### src/rtl/uci_msg_serializer_pkg.sv
`default_nettype none
// +----------------------------------------------------------------------------+
// | uci_msg_serializer_pkg                                                     |
// | Shared constants, state encoding and helpers for the UCI serializer.       |
// | Revision: 1.0                                                              |
// +----------------------------------------------------------------------------+
package uci_msg_serializer_pkg;

  localparam logic [7:0] c_newline    = 8'h0A;
  localparam int         c_prio_fixed = 0;
  localparam int         c_prio_rr    = 1;

  typedef enum logic [1:0] {
    ST_IDLE    = 2'd0,
    ST_SEND    = 2'd1,
    ST_NEWLINE = 2'd2
  } state_t;

  // Index width that never collapses to zero bits for single-entry ranges.
  function automatic int clog2_min1(input int n);
    return (n > 1) ? $clog2(n) : 1;
  endfunction

endpackage : uci_msg_serializer_pkg
`default_nettype wire

### src/rtl/uci_rr_arbiter.sv
`default_nettype none
// +----------------------------------------------------------------------------+
// | uci_rr_arbiter                                                             |
// | One-hot request arbiter: fixed priority from channel 0, or round-robin     |
// | starting the search at the supplied pointer.                               |
// | Revision: 1.0                                                              |
// +----------------------------------------------------------------------------+
module uci_rr_arbiter
  import uci_msg_serializer_pkg::*;
#(
  parameter int N_CH = 3,
  localparam int IW  = clog2_min1(N_CH)
) (
  input  logic [N_CH-1:0] req,
  input  logic            rr_mode,
  input  logic [IW-1:0]   ptr,
  output logic [N_CH-1:0] grant,
  output logic [IW-1:0]   grant_idx,
  output logic            grant_vld
);

  // One spare bit so start + offset never wraps before the modulo fold.
  logic [IW:0]   w_sum;
  logic [IW-1:0] w_j;

  always_comb begin
    grant     = '0;
    grant_idx = '0;
    grant_vld = 1'b0;
    w_sum     = '0;
    w_j       = '0;
    for (int i = 0; i < N_CH; i++) begin
      w_sum = (rr_mode ? {1'b0, ptr} : '0) + (IW+1)'(i);
      if (w_sum >= (IW+1)'(N_CH)) begin
        w_sum = w_sum - (IW+1)'(N_CH);
      end
      w_j = w_sum[IW-1:0];
      if (!grant_vld && req[w_j]) begin
        grant_vld  = 1'b1;
        grant[w_j] = 1'b1;
        grant_idx  = w_j;
      end
    end
  end

endmodule : uci_rr_arbiter
`default_nettype wire

### src/rtl/uci_msg_serializer.sv
`default_nettype none
// +----------------------------------------------------------------------------+
// | uci_msg_serializer                                                         |
// | Arbitrates N_CH message sources and streams the winner byte by byte,       |
// | optionally terminated by a newline character.                              |
// | Revision: 1.0                                                              |
// +----------------------------------------------------------------------------+
module uci_msg_serializer
  import uci_msg_serializer_pkg::*;
#(
  parameter int N_CH      = 3,
  parameter int MAX_LEN   = 64,
  parameter int PRIO_MODE = 0,
  parameter int APPEND_NL = 1,
  localparam int LW = $clog2(MAX_LEN + 1),
  localparam int IW = clog2_min1(N_CH),
  localparam int BW = clog2_min1(MAX_LEN)
) (
  input  logic                                clk_in,
  input  logic                                rst_n_in,
  input  logic [N_CH-1:0][MAX_LEN-1:0][7:0]   msg_in,
  input  logic [N_CH-1:0][LW-1:0]             msg_len_in,
  input  logic [N_CH-1:0]                     msg_valid_in,
  output logic [N_CH-1:0]                     msg_ready_out,
  output logic [7:0]                          char_out,
  output logic                                char_out_valid,
  input  logic                                char_out_ready,
  output logic                                busy_out,
  output logic [IW-1:0]                       active_ch_out
);

  state_t                   r_state;
  state_t                   w_state_nxt;
  logic [MAX_LEN-1:0][7:0]  r_buf;
  logic [LW-1:0]            r_len;
  logic [BW-1:0]            r_idx;
  logic [IW-1:0]            r_ptr;
  logic [IW-1:0]            r_active;

  logic [N_CH-1:0]          w_grant;
  logic [IW-1:0]            w_grant_idx;
  logic                     w_grant_vld;
  logic [N_CH-1:0]          w_ready;
  logic                     w_accept;
  logic [LW-1:0]            w_sel_len;
  logic [LW-1:0]            w_cap_len;
  logic [IW-1:0]            w_ptr_nxt;
  logic                     w_last;

  uci_rr_arbiter #(
    .N_CH (N_CH)
  ) u_arb (
    .req       (msg_valid_in),
    .rr_mode   (PRIO_MODE == c_prio_rr),
    .ptr       (r_ptr),
    .grant     (w_grant),
    .grant_idx (w_grant_idx),
    .grant_vld (w_grant_vld)
  );

  assign w_ready   = (r_state == ST_IDLE) ? w_grant : '0;
  // The state register already clears asynchronously; gating here keeps the
  // handshake quiet for the whole reset interval, not just after the first edge.
  assign msg_ready_out = rst_n_in ? w_ready : '0;
  assign w_accept  = (r_state == ST_IDLE) && w_grant_vld;

  assign w_sel_len = msg_len_in[w_grant_idx];
  assign w_cap_len = (w_sel_len > LW'(MAX_LEN)) ? LW'(MAX_LEN) : w_sel_len;
  assign w_ptr_nxt = (w_grant_idx == IW'(N_CH - 1)) ? '0 : w_grant_idx + IW'(1);
  assign w_last    = (LW'(r_idx) + LW'(1)) == r_len;

  assign busy_out      = (r_state != ST_IDLE);
  assign active_ch_out = r_active;

  always_comb begin
    w_state_nxt    = r_state;
    char_out       = '0;
    char_out_valid = 1'b0;
    case (r_state)
      ST_IDLE: begin
        if (w_accept) begin
          if (w_cap_len != '0) begin
            w_state_nxt = ST_SEND;
          end else if (APPEND_NL != 0) begin
            w_state_nxt = ST_NEWLINE;
          end
        end
      end
      ST_SEND: begin
        char_out       = r_buf[r_idx];
        char_out_valid = 1'b1;
        if (char_out_ready && w_last) begin
          w_state_nxt = (APPEND_NL != 0) ? ST_NEWLINE : ST_IDLE;
        end
      end
      ST_NEWLINE: begin
        char_out       = c_newline;
        char_out_valid = 1'b1;
        if (char_out_ready) begin
          w_state_nxt = ST_IDLE;
        end
      end
      default: w_state_nxt = ST_IDLE;
    endcase
  end

  always_ff @(posedge clk_in or negedge rst_n_in) begin
    if (!rst_n_in) begin
      r_state  <= ST_IDLE;
      r_len    <= '0;
      r_idx    <= '0;
      r_ptr    <= '0;
      r_active <= '0;
    end else begin
      r_state <= w_state_nxt;
      if (w_accept) begin
        r_len    <= w_cap_len;
        r_idx    <= '0;
        r_active <= w_grant_idx;
        r_ptr    <= w_ptr_nxt;
      end else if (r_state == ST_SEND && char_out_ready) begin
        r_idx <= w_last ? '0 : r_idx + BW'(1);
      end
    end
  end

  // Payload storage needs no reset: it is only read after a fresh capture.
  always_ff @(posedge clk_in) begin
    if (w_accept) begin
      r_buf <= msg_in[w_grant_idx];
    end
  end

endmodule : uci_msg_serializer
`default_nettype wire

### config.mk
export PLATFORM = sky130hd
export DESIGN_NAME = uci_msg_serializer
export DESIGN_NICKNAME = d
export VERILOG_FILES = /design/src/rtl/uci_msg_serializer_pkg.sv /design/src/rtl/uci_rr_arbiter.sv /design/src/rtl/uci_msg_serializer.sv
export SDC_FILE = /design/constraint.sdc
export NUM_CORES = 2
export LEC_CHECK = 0
export CORE_AREA = 2 2 619 621
export CTS_CLUSTER_SIZE = 20
export DETAILED_ROUTE_END_ITERATION = 8
export DIE_AREA = 0 0 621 623
export PLACE_DENSITY = 0.3
export SLEW_MARGIN = 25
export SYNTH_ARGS = -nofsm -noshare
export SYNTH_HDL_FRONTEND = slang
export SYNTH_SLANG_ARGS = --single-unit
export TNS_END_PERCENT = 10
### constraint.sdc
create_clock -name clk_in -period 18.5 [get_ports clk_in]
set_input_delay 3.7 -clock clk_in [delete_from_list [all_inputs] [get_ports clk_in]]
set_output_delay 3.7 -clock clk_in [all_outputs]
set_load 0.02 [all_outputs]
# [After elaboration in Yosys (flattened, before gate mapping)]
# Index checks and enable logic that the tools add are counted.
[op_classes] n_reduce_logical=13 n_mux=27 n_lt_le_gt_ge=3 addsub=2 eq_ne=6
[op_table] cell="binary-select mux 512 bit (select 2 bit)" n=1
[op_table] cell="two-way mux 512 bit" n=1
[op_table] cell="binary-select mux 8 bit (select 6 bit)" n=1
[op_table] cell="two-way mux 6 bit" n=3
[op_table] cell="one-hot mux 8 bit (2 select lines)" n=1
[op_table] cell="binary-select mux 7 bit (select 2 bit)" n=1
[op_table] cell="two-way mux 7 bit" n=2
[op_table] cell="two-way mux 2 bit" n=6
[op_table] cell="two-way mux 3 bit" n=3
[op_table] cell="two-way mux 8 bit" n=1
[op_table] cell="adder 6 x 1 -> 7 bit (second input constant)" n=1
[op_table] cell="equality test 7 bit" n=1
[op_table] cell="greater-than comparator 7 bit (second input constant)" n=1
[op_table] cell="< comparator 6 x 7 -> 1 bit (second input constant)" n=1
[op_table] cell="nonzero test 7 bit" n=1
[op_table] cell="adder 6 x 1 -> 6 bit (second input constant)" n=1
[op_table] cell="two-way mux 1 bit" n=6
[op_table] cell="!= test 2 bit (second input constant)" n=3
[op_table] cell="one-hot mux 2 bit (3 select lines)" n=1
[op_table] cell="logical AND 1 bit" n=5
[op_table] cell="nonzero test 2 bit" n=2
[op_table] cell="< comparator 2 x 3 -> 1 bit (second input constant)" n=1
[op_table] cell="AND reduction 3 bit" n=1
[op_table] cell="equality test 2 x 1 -> 1 bit (second input constant)" n=1
[op_table] cell="other kinds (4)" n=5
[totals] reg_bits=529 wordCells=119

# [Depth between registers and ports, before layout]
[depth] word_depth=15 mapped_depth=10 depth_no_buf=8

# [Hierarchy]
# A second synthesis with hierarchy kept.
[unflattened] hier_cells=2698 area_unflattened_um2=31641.6
[by_module_without_submodules] mod="uci_msg_serializer" area_each_um2=31288.8 cells_per_inst=2652 instances=1
[by_module_without_submodules] mod="uci_rr_arbiter" area_each_um2=352.8 cells_per_inst=46 instances=1

# [Least setup slack after synthesis]
# OpenSTA, ideal clock, no wires.
[synth_timing] path_kind="in2reg" startpoint="in msg_valid_in[2]" endpoint="reg r_idx[2]" setup_slack_ns=2.471 cell_stages=8 arrival_ns=15.910 n_path_buf=2 path_cell_list="buf_4 -> nor3_1 -> nand2b_1 -> clkbuf_1 -> inv_1 -> a21oi_1 -> o21bai_1 -> a21o_1"
[synth_between] elab_chain_cells=4
[synth_rtl] item="start: declaration" line="uci_msg_serializer.sv:23" rtl="input logic [N_CH-1:0] msg_valid_in,"
[synth_rtl] item="logical AND 1 bit (*)" line="uci_rr_arbiter.sv:38" rtl="if (!grant_vld && req[w_j]) begin"
[synth_rtl] item="two-way mux 1 bit (*)" line="uci_rr_arbiter.sv:38"
[synth_rtl] item="logical AND 1 bit (*)" line="uci_msg_serializer.sv:65" rtl="assign w_accept = (r_state == ST_IDLE) && w_grant_vld;"
[synth_rtl] item="net w_accept" line="uci_msg_serializer.sv:44" rtl="logic w_accept;"
[synth_rtl] item="two-way mux 6 bit / nonzero test 2 bit (equally long branches)"
[synth_rtl] item="end signal: assignment" line="uci_msg_serializer.sv:122" rtl="r_idx <= w_last ? '0 : r_idx + BW'(1);"
[synth_rtl] item="end: declaration" line="uci_msg_serializer.sv:36" rtl="logic [BW-1:0] r_idx;"
# The timed path passes the listed nets; every way through them passes the cells marked *.
# A chain may end at the register's enable or synchronous reset.

# [Worst setup path after layout]
[layout_timing] startpoint="in msg_valid_in[1]" endpoint="out msg_ready_out[2]"
[layout_between] elab_chain_cells=7
[layout_rtl] item="logical AND 1 bit" line="uci_rr_arbiter.sv:38"
[layout_rtl] item="two-way mux 1 bit" line="uci_rr_arbiter.sv:38"
[layout_rtl] item="logical NOT 1 bit" line="uci_rr_arbiter.sv:38"
[layout_rtl] item="logical AND 1 bit" line="uci_rr_arbiter.sv:38"
[layout_rtl] item="two-way mux 3 bit" line="uci_rr_arbiter.sv:38"
[layout_rtl] item="two-way mux 3 bit" line="uci_msg_serializer.sv:61" rtl="assign w_ready = (r_state == ST_IDLE) ? w_grant : '0;"
[layout_rtl] item="two-way mux 3 bit" line="uci_msg_serializer.sv:64" rtl="assign msg_ready_out = rst_n_in ? w_ready : '0;"
[layout_rtl] item="end: declaration" line="uci_msg_serializer.sv:24" rtl="output logic [N_CH-1:0] msg_ready_out,"
# Every way passes these cells.

==> metrics.txt <==
Slew @ Worst Pin 1.063 ns; DIE HEIGHT 623 um; num rows 227; Comb power frac 0.329; initial DRC count 2652; placed instance area 0.05221 mm^2; initial antenna violation count 319; reg2reg start r_idx[1]; Seq/Total Area, Yosys 0.5141; Avg Cell Area, Syn 9.358 um^2; pwr/cell area 100.6 mW/mm^2; Port Buffers 1577; vias in the first global route 35160; pin count of the biggest net entering global routing 184; Max-Cap Viols 0; share of layout cells above drive strength 1 0.06632; die width 621 um; die area 0.3869 mm^2; cell leakage power 18.49 nW; RSZ-0062 raised after global routing false; CP required 14.80 ns; Worst-Skew Late Latency 0.83 ns; Num CTS Buffers 87; Routed Antenna Nets 0; drc violations 0; hold slack final 0.4843 ns; wirelength, routed 345800 um; R2R cell count 8; Crit. Startpoint msg_valid_in[1]; clock share of power 0.300; number of post-CTS setup repair buffers 0; Root Driver clkbuf_16; Top FF cell, synth edfxtp_1; first-pass GRT wire length 426500 um; Critical Path AT 6.13 ns; Period minus WS final 9.832 ns; distinct cell type count of the synthesized netlist 53; clock buffer depth 4; gpl congestion 0.8802; Seq pwr share 0.371; post-route setup slack 8.668 ns; worst setup path class in2out; worst stage delay on the critical path 0.78 ns; Core Area 0.3806 mm^2; hold path cells 2; Syn-to-layout area delta 79.25%; vias per std cell 3.492; total grt overflow 0; Post-synth EDFFs 512; Post-Synthesis Cell Area 0.03073 mm^2; hold path start active_ch_out[0]; Post-synth ARST share 0.03214; Setup crit end kind output pin; clk sinks 529; DR WL/cell 34.92 um; hold endpoint active_ch_out[0]; htree depth 3; Post-CTS Hold Fix Bufs 0; Clock Skews 0.04141 ns; HP Class reg2reg; worst reg2reg path endpoint r_idx[1]; vias post-DR 34580; register bit count reported by yosys 529; Filler cells 43320; Max Clk Rate 0.1017 GHz; relative slew slack 0.2914; Final Hold Fails 0; NumNets Final 6298; Worst VDD drop 0.00007919 V; worst slack, placed 8.698 ns; crit path max fanout 56; critical-path cell list clkdlybuf4s50_1 > nor2_1 > nand2_4 > nor2_1 > clkdlybuf4s50_1; post-synth net total 4851; final setup fails 0; Overall Global Routing Usage 0.1724; Final Cycle Share 0.5315; Synthesis Warnings 0; Fin Setup TNS 0 ns; DP Wirelength 297600 um; Cells after Synth 3284; CTS tree done; DRT Pass-1 Iters 5; Final Instance Area 0.05509 mm^2; Psw 2.009 mW; Reg2Reg Setup Slack 14.25 ns; Critical Path Slowest Stage Cell clkdlybuf4s50_1; CTS resizes 0; Initial Utilization 0.08075; Switching Share 0.3627; internal power 3.531 mW; fin. max-slew vios 0; post-layout util 0.1447; status complete, no violations; crit start category input port; clk slew on worst S/H paths 0.06 ns; Ports 1578
cells by family (layout without fill, tap and decap cells):
logic type	after synthesis	count (layout)	share of synthesized area
compound gates	639	639	0.1325
buf+inv	289	1800	0.04035
mux	180	180	0.1051
xor+xnor	7	7	0.001995
simple gates	1636	1636	0.2043
other cells	0	69	0
flops	529	529	0.5141
fa+ha+maj	4	4	0.001629
critical path, delay by kind of cell:
family / cells / cell delay (ns)
simple gates: 3 / 1.01
buf+inv: 2 / 1.42
per-layer routing:
| layer | track usage | wire length [um] | vias up |
|---|---|---|---|
| li1 | - | - | 14880 |
| met1 | 0.1955 | 133900 | 17410 |
| met2 | 0.3195 | 179900 | 1633 |
| met3 | 0.04879 | 23650 | 568 |
| met4 | 0.03288 | 7820 | 90 |
| met5 | 0 | 563 | - |
cell usage after synthesis, drive strengths merged (14+ instances only):
cell type  instances  area, um^2
nand2           1061        3983
nor2             525        1971
a31oi            514        3216
edfxtp           512       15370
clkbuf           203       762.0
mux4             114        2567
buf               78       447.9
mux2i             64       640.6
a21oi             31       155.2
o221ai            25       219.0
o21ai             20       100.1
dfrtp             17       425.4
o22ai             14       87.58
per-stage QoR:
step / total power, mW / std cells
final: 5.540 / 9902
after global routing: 5.802 / 9860
after CTS: 5.710 / 9833
after detailed placement: 3.988 / 9680
after global placement: 4.000 / 9680
after floorplan: 2.982 / 3284
power by group through the flow:
stage | Clock [mW] | Sequential [mW] | Combinational (mW)
after global routing | 1.76 | 2.09 | 1.95
after detailed placement | 0 | 2.09 | 1.90
after floorplan | 0 | 2.19 | 0.790
after CTS | 1.73 | 2.07 | 1.91
final | 1.66 | 2.06 | 1.82
after global placement | 0 | 2.09 | 1.91
worst max path at each step:
stage                       endpoint  slack [ns]  depth (start not counted)
finish              msg_ready_out[2]        8.67                          5
global route        msg_ready_out[2]        8.48                          5
CTS                 msg_ready_out[2]        8.67                          5
detailed placement  msg_ready_out[2]        8.70                          5
global placement    msg_ready_out[2]        8.67                          5
floorplan                   r_idx[2]        2.47                          8
final cells by class:
type	instances	area [um^2]	area share
clock inverters	47	439.2	0.007972
repair buffers	1639	16320	0.2963
flip-flops and latches	529	15810	0.2870
inverters	8	40.04	0.0007268
diodes	69	172.7	0.003134
well taps	5038	6304	0.1144
clock buffers	106	2248	0.04082
multi-input cells	2466	13750	0.2496
cells in the final DEF (no fill, tap or decap), types with 24 or more instances in the layout:
cell / n
buf_4: 55
o221ai_1: 24
mux4_2: 114
mux2i_1: 64
a31oi_1: 514
clkbuf_16: 87
clkdlybuf4s50_1: 1577
a21oi_1: 30
nand2_1: 1059
edfxtp_1: 512
nor2_1: 524
diode_2: 69
sequential cells by signal, indices dropped and copies added (netlist names):
| register | flops |
|---|---|
| active_ch_out | 2 |
| r_buf | 512 |
| r_idx | 6 |
| r_len | 7 |
| r_state | 2 |
Note: power is estimated with default switching activity, not from simulation.
